===== config.mk =====
export PLATFORM = sky130hd
export DESIGN_NAME = keypad_scanner
export DESIGN_NICKNAME = d
export VERILOG_FILES = /design/src/rtl/keypad_scanner.sv
export SDC_FILE = /design/constraint.sdc
export NUM_CORES = 1
export LEC_CHECK = 0
export BUFFER_PORTS_ARGS = -buffer_cell sky130_fd_sc_hd__buf_2
export CELL_PAD_IN_SITES_DETAIL_PLACEMENT = 1
export CELL_PAD_IN_SITES_GLOBAL_PLACEMENT = 1
export CORE_MARGIN = 2
export CORE_UTILIZATION = 49
export CTS_BUF_LIST = sky130_fd_sc_hd__clkbuf_8 sky130_fd_sc_hd__clkbuf_16
export CTS_CLUSTER_DIAMETER = 40
export CTS_CLUSTER_SIZE = 14
export DETAILED_ROUTE_END_ITERATION = 10
export GPL_TIMING_DRIVEN = 0
export MAX_ROUTING_LAYER = met4
export PLACE_DENSITY = 0.83
export SLEW_MARGIN = 15
export SYNTH_ARGS = -nofsm -noshare
export SYNTH_HDL_FRONTEND = slang
export SYNTH_SLANG_ARGS = --single-unit

===== constraint.sdc =====
create_clock -name clk -period 6.6 [get_ports clk]
set_input_delay 0 -clock clk [delete_from_list [all_inputs] [get_ports clk]]
set_output_delay 0 -clock clk [all_outputs]
set_load 0.03 [all_outputs]

===== src/rtl/keypad_scanner.sv =====
// keypad_scanner: 4x4 keypad row scanner with press/release debounce; define KEYPAD_RELEASE_EVT_EN to enable key_release pulses
module keypad_scanner #(
  parameter int SCAN_DIV        = 1000,
  parameter int DEBOUNCE_CYCLES = 50000
) (
  input  logic       clk,
  input  logic       reset,
  input  logic [3:0] sync_col,
  output logic [3:0] row,
  output logic [3:0] key_code,
  output logic       key_valid,
  output logic       key_held,
  output logic       key_release
);
  localparam int MAXP = (SCAN_DIV > DEBOUNCE_CYCLES) ? SCAN_DIV : DEBOUNCE_CYCLES;
  localparam int CW = $clog2(MAXP) + 1;
  localparam logic [CW-1:0] SCAN_LAST = CW'(SCAN_DIV - 1);
  localparam logic [CW-1:0] DB_LAST = CW'(DEBOUNCE_CYCLES - 1);
  // key codes packed by {row, col}, row 0 col 0 in the lowest nibble
  localparam logic [63:0] MAP = 64'hDF0E_C987_B654_A321;
`ifdef KEYPAD_RELEASE_EVT_EN
  localparam logic REL_EN = 1'b1;
`else
  localparam logic REL_EN = 1'b0;
`endif
  typedef enum logic [1:0] {SCAN, DEBOUNCE, HELD, RELEASE_DB} state_t;
  state_t state;
  logic [1:0] r;
  logic [1:0] c;
  logic [1:0] low_idx;
  logic [CW-1:0] cnt;
  logic [CW-1:0] cnt_inc;
  logic one_low;
  logic col_up;
  assign row = ~(4'b0001 << r);
  // column decode and saturating counter increment
  always_comb begin
    one_low = $onehot(~sync_col);
    low_idx = !sync_col[0] ? 2'd0 : !sync_col[1] ? 2'd1 : !sync_col[2] ? 2'd2 : 2'd3;
    col_up  = sync_col[c];
    cnt_inc = (cnt == {CW{1'b1}}) ? cnt : cnt + 1'b1;
  end
  // scan / debounce / hold / release-debounce sequencer with registered outputs
  always_ff @(posedge clk) begin
    key_valid   <= 1'b0;
    key_release <= 1'b0;
    if (!reset) begin
      state    <= SCAN;
      r        <= '0;
      c        <= '0;
      cnt      <= '0;
      key_code <= '0;
      key_held <= 1'b0;
    end else begin
      case (state)
        SCAN: begin
          if (cnt != SCAN_LAST) begin
            cnt <= cnt_inc;
          end else begin
            cnt <= '0;
            if (one_low) begin
              c     <= low_idx;
              state <= DEBOUNCE;
            end else begin
              r <= r + 1'b1;
            end
          end
        end
        DEBOUNCE: begin
          if (col_up) begin
            state <= SCAN;
            r     <= r + 1'b1;
            cnt   <= '0;
          end else if (cnt == DB_LAST) begin
            key_valid <= 1'b1;
            key_code  <= MAP[{r, c, 2'b00} +: 4];
            key_held  <= 1'b1;
            state     <= HELD;
            cnt       <= '0;
          end else begin
            cnt <= cnt_inc;
          end
        end
        HELD: begin
          if (col_up) begin
            state <= RELEASE_DB;
            cnt   <= '0;
          end
        end
        RELEASE_DB: begin
          if (!col_up) begin
            state <= HELD;
            cnt   <= '0;
          end else if (cnt == DB_LAST) begin
            key_held    <= 1'b0;
            key_release <= REL_EN;
            state       <= SCAN;
            r           <= r + 1'b1;
            cnt         <= '0;
          end else begin
            cnt <= cnt_inc;
          end
        end
        default: state <= SCAN;
      endcase
    end
  end
endmodule


==> Word level (Yosys, flattened, before mapping) <==
Index checks and enable logic that the tools add are counted.
{ "word_totals": {"reg_bits": 29, "output_inout_bits": 11} }
{ "classes": {"addsub": 5, "order_cmp": 1, "eq_ne": 18, "shift": 2, "n_mux": 32, "n_bitwise": 6, "reduce_logical": 9} }
{ "op_table": {"columns": ["cell", "count"], "rows": [
  ["$mux 17", 6],
  ["$pmux 17 s4", 1],
  ["$shiftx 64x7->4 const A", 1],
  ["$mux 2", 14],
  ["$ne 2x2->1 const B", 9],
  ["$add 17x1->17 const B", 1],
  ["$eq 17x16->1 const B", 1],
  ["$eq 17x17->1 const B", 1],
  ["$ne 17x10->1 const B", 1],
  ["$reduce_and 5->1", 2],
  ["$not 4->4", 2],
  ["$pmux 2 s4", 1],
  ["$mux 1", 7],
  ["$ne 3x3->1 const B", 2],
  ["$pmux 2 s3", 1],
  ["$reduce_and 3->1", 2],
  ["$reduce_and 6->1", 1],
  ["$add 1x1->2", 2],
  ["$eq 2x2->1 const B", 2],
  ["$not 1->1", 4],
  ["$shl 1x2->4 const A", 1],
  ["$add 2x2->3", 1],
  ["$eq 3x1->1 const B", 1],
  ["$lt 2x3->1 const B", 1],
  ["other kinds (8)", 8]
]} }

==> Depth between registers and ports, before layout <==
{ "depth": {"ltp_word": 7, "mapped_depth": 9} }

==> Worst setup path after synthesis <==
OpenSTA, ideal clock, no wires.
{ "synth_timing": {"path_kind": "input-to-reg", "start": "in sync_col[0]", "end": "reg state[0]", "arrival_ns": 2.265, "t_required_ns": 6.478, "slack_ns": 4.213, "path_stages": 8, "cell_sequence": "fa_1 -> inv_1 -> ha_1 -> ha_1 -> or3b_2 -> a222oi_1 -> o211ai_1 -> o311a_1"} }
{ "synth_between": {"elab_chain_len": 6, "word_cells_on_any_way": 14, "classes_between": "add/sub (2); eq/ne (5); mux (5); bitwise (1); reduce/logical (1)"} }
{ "synth_lines": {"columns": ["item", "line_no", "source"], "rows": [
  ["start: declaration", "8", "input logic [3:0] sync_col,"],
  ["$not 4->4", "38", "one_low = $onehot(~sync_col);"],
  ["$add 1x1->2 (not written as such)", "38", null],
  ["$add 2x2->3 (not written as such)", "38", null],
  ["$eq 3x1->1", "38", null],
  ["$ne 2x2->1 (no line)", null, null],
  ["$reduce_and 5->1 (no line)", null, null],
  ["end signal: assignment", "48", "state <= SCAN;"],
  ["end signal: assignment", "63", "state <= DEBOUNCE;"],
  ["end signal: assignment", "71", "state <= SCAN;"],
  ["end: declaration", "27", "state_t state;"]
]} }
Parallel ways exist; a longest one is shown, timed or not. The select of a mux whose other input is x is not followed.
A chain may end at the register's enable or synchronous reset.

==> Final worst setup path <==
{ "layout_timing": {"start": "reg cnt[0]", "end": "reg key_code[1]"} }
{ "layout_between": {"elab_chain_len": 2} }
{ "layout_lines": {"columns": ["item", "line_no", "source"], "rows": [
  ["start: declaration", "31", "logic [CW-1:0] cnt;"],
  ["start signal: assignment", "58", "cnt <= cnt_inc;"],
  ["start signal: assignment", "81", "cnt <= cnt_inc;"],
  ["start signal: assignment", "101", "cnt <= cnt_inc;"],
  ["$eq 17x16->1", "74", "end else if (cnt == DB_LAST) begin"],
  ["$reduce_and 3->1 (no line)", null, null],
  ["end signal: assignment", "76", "key_code <= MAP[{r, c, 2'b00} +: 4];"],
  ["end: declaration", "10", "output logic [3:0] key_code,"]
]} }
No other way between the ends.

==> flow_metrics.tcl <==
set metrics [dict create \
    track_usage 0.242 \
    grt_setup_unrepaired "no" \
    synth.top_cell.area_share 0.295 \
    grt_pass1_wl_um 7940 \
    relSlewSlack 0.615 \
    tightestPinTransition_ps 577 \
    min_period_ps 2500 \
    rows 23 \
    synth_area_leader_cell "dfxtp_1" \
    ant_nets 0 \
    synth_area_leaders "dfxtp_1, ha_1, mux2i_1" \
    syn_nets 245 \
    drc_errors 0 \
    ir_worst_vdd_mv 0.107 \
    total_power_mw 0.349 \
    netlist_area_sq_um 1970 \
    synthCells 220 \
    portBuffers 15 \
    status "finished, final reports clean" \
    die_w_um 67.4 \
    synth_compound_area_frac 0.150 \
    max_cap_viol_count 0 \
    fin_setup_tns_ps 0 \
    cp.required_ps 6770 \
    grt_max_degree 11 \
    htreeDepth 2 \
    setup_viol 0 \
    root_buffer "clkbuf_8" \
    cts_setup_buffers 0 \
    hold_viol_final 0 \
    crit_path_start_kind "register" \
    clk_pin_slew_ps 60 \
    clock.fmax_ghz 0.400 \
    path_class "reg -> reg" \
    finalMaxSlewViolations 0 \
    core_area_sq_um 3940 \
    ctsHoldBuffers 0 \
    wl_met1_um 2100 \
    synth_xor_area_frac 0.0489 \
    endpoint_kind "register" \
    critical_path_arrival_ps 2660 \
    area.growth.synth_to_final_pct 11.4 \
    dpl.hpwl_um 3520 \
    post-synth-top-count-cell "dfxtp_1" \
    gp_congestion 0.753 \
    synth_top_family_by_area "simple AND/OR/NAND/NOR gates" \
    yosysWarnings 0 \
    chipHeight_um 67.4 \
    num_io_pins 17 \
    first_pass_iters 4 \
    synthAdderAreaFrac 0.124 \
    cts.repair.resized 0 \
    avgSynthCellArea_sq_um 8.96 \
    power_per_cell_area_nw_per_um2 159 \
    wl_per_cell_um 16.1 \
    critPathMaxFanout 7 \
    drt-total-wl_um 4710 \
    synth_cell_types 54 \
    fin_skew_ps 6.90 \
    yosys.area_share.simple 0.248 \
    ys_async_sr_fraction 0 \
    wl_met3_um 146 \
    clock_path_buffers 2 \
    ys_ff_latch 29 \
    synth_seq_area_share 0.295 \
    clk_latency_ps 280 \
    numCtsBuffers 5 \
    die_area_sq_um 4540 \
    dr_total_vias 1695 \
    top_layer "met4" \
    synth_top_flop_cell "dfxtp_1" \
    drt_iter0_drc 51 \
    vias_per_cell 5.80 \
    post-route-period-util 0.378 \
    min_path_type "in -> reg" \
    initial_core_util 0.500 \
    drive_gt1_frac 0.124 \
    num_antenna_cells 0 \
    yosys-top-cells-count "dfxtp_1, nor2_1, ha_1, inv_1, mux2i_1" \
    grt_antenna_before_repair 0 \
    cts_sinks 29 \
    wl_met2_um 2400 \
    synth_edf_count 0 \
    synthMuxAreaShare 0.0825 \
    grt_overflow 0 \
    p_leak_nw 0.881 \
    fin_nets 267 \
    grt_pass1_vias 1708 \
    cts_tree "built" \
]
## cell type report
cell class | instances | area (sq um)
Buffer | 7 | 33.8
Clock buffer | 6 | 82.6
Clock inverter | 1 | 3.75
Fill cell | 486 | 1750
Inverter | 17 | 63.8
Multi-Input combinational cell | 167 | 1290
Sequential cell | 29 | 581
Tap cell | 50 | 62.6
Timing Repair Buffer | 15 | 75.1
## where the power goes
group          internal (mW)  switching, mW
Combinational         0.0103         0.0141
Clock                 0.0810         0.0653
Sequential             0.177        0.00194
Total                  0.268         0.0814
## critical path, stage by stage (launching register included)
cell     delay [ps]
dfxtp_1         370
ha_1            250
or4bb_1         550
nor4_4          440
nor3b_4         480
mux2i_1         240
nor2_1           50
## metal layers
metal	vias up	GRT usage
li1	841	-
met1	819	0.269
met2	27	0.425
met3	8	0.0567
met4	0	0.0842
met5	-	-
## cells by family after synthesis
| group | Yosys count |
|---|---|
| simple gates | 82 |
| compound gates | 39 |
| flops | 29 |
| buf+inv | 24 |
| fa+ha+maj | 19 |
| mux | 15 |
| xor+xnor | 11 |
| other cells | 1 |
## final timing paths
kind	from	endpoint	slack, ps	depth (start not counted)
max	cnt[0]	key_code[1]	4100	6
min	reset	state[0]	30	2
max reg2reg	cnt[0]	key_code[1]	4100	6
min reg2reg	key_code[3]	key_code[3]	490	2
## state kept, by name (all words and copies together), names as in the netlist, named ones only
register   count
c              2
cnt           17
key_code       4
key_held       1
key_valid      1
r              2
state          1
## through the flow
step / area, sq um / setup slack, ps / hold WS (ps) / util / cells
CTS: 2190 / 4080 / 22.0 / 0.557 / 292
floorplan: 1970 / 4210 / 131 / - / 220
global route: 2190 / 3900 / 23.6 / 0.557 / 292
finish: 2190 / 4100 / 34.0 / 0.557 / 292
detailed placement: 2110 / 3900 / 315 / 0.535 / 285
global placement: 2110 / 3940 / 318 / 0.535 / 285
## cell usage in the layout (no fill, tap or decap), drive strengths merged, types with 2 or more instances in the layout
master / count
dfxtp: 29
nor2: 24
ha: 18
inv: 17
buf: 17
mux2i: 14
nand2: 13
xor2: 11
clkbuf: 11
a21oi: 8
nand3: 6
o21ai: 6
o2111ai: 5
o211ai: 5
nand4: 4
nor2b: 4
nand2b: 3
and2: 3
and3: 3
or4b: 3
nor4: 3
o21bai: 2
or4: 2
and4: 2
o31ai: 2
or3: 2
o41ai: 2
Note: power is estimated with default switching activity, not from simulation.
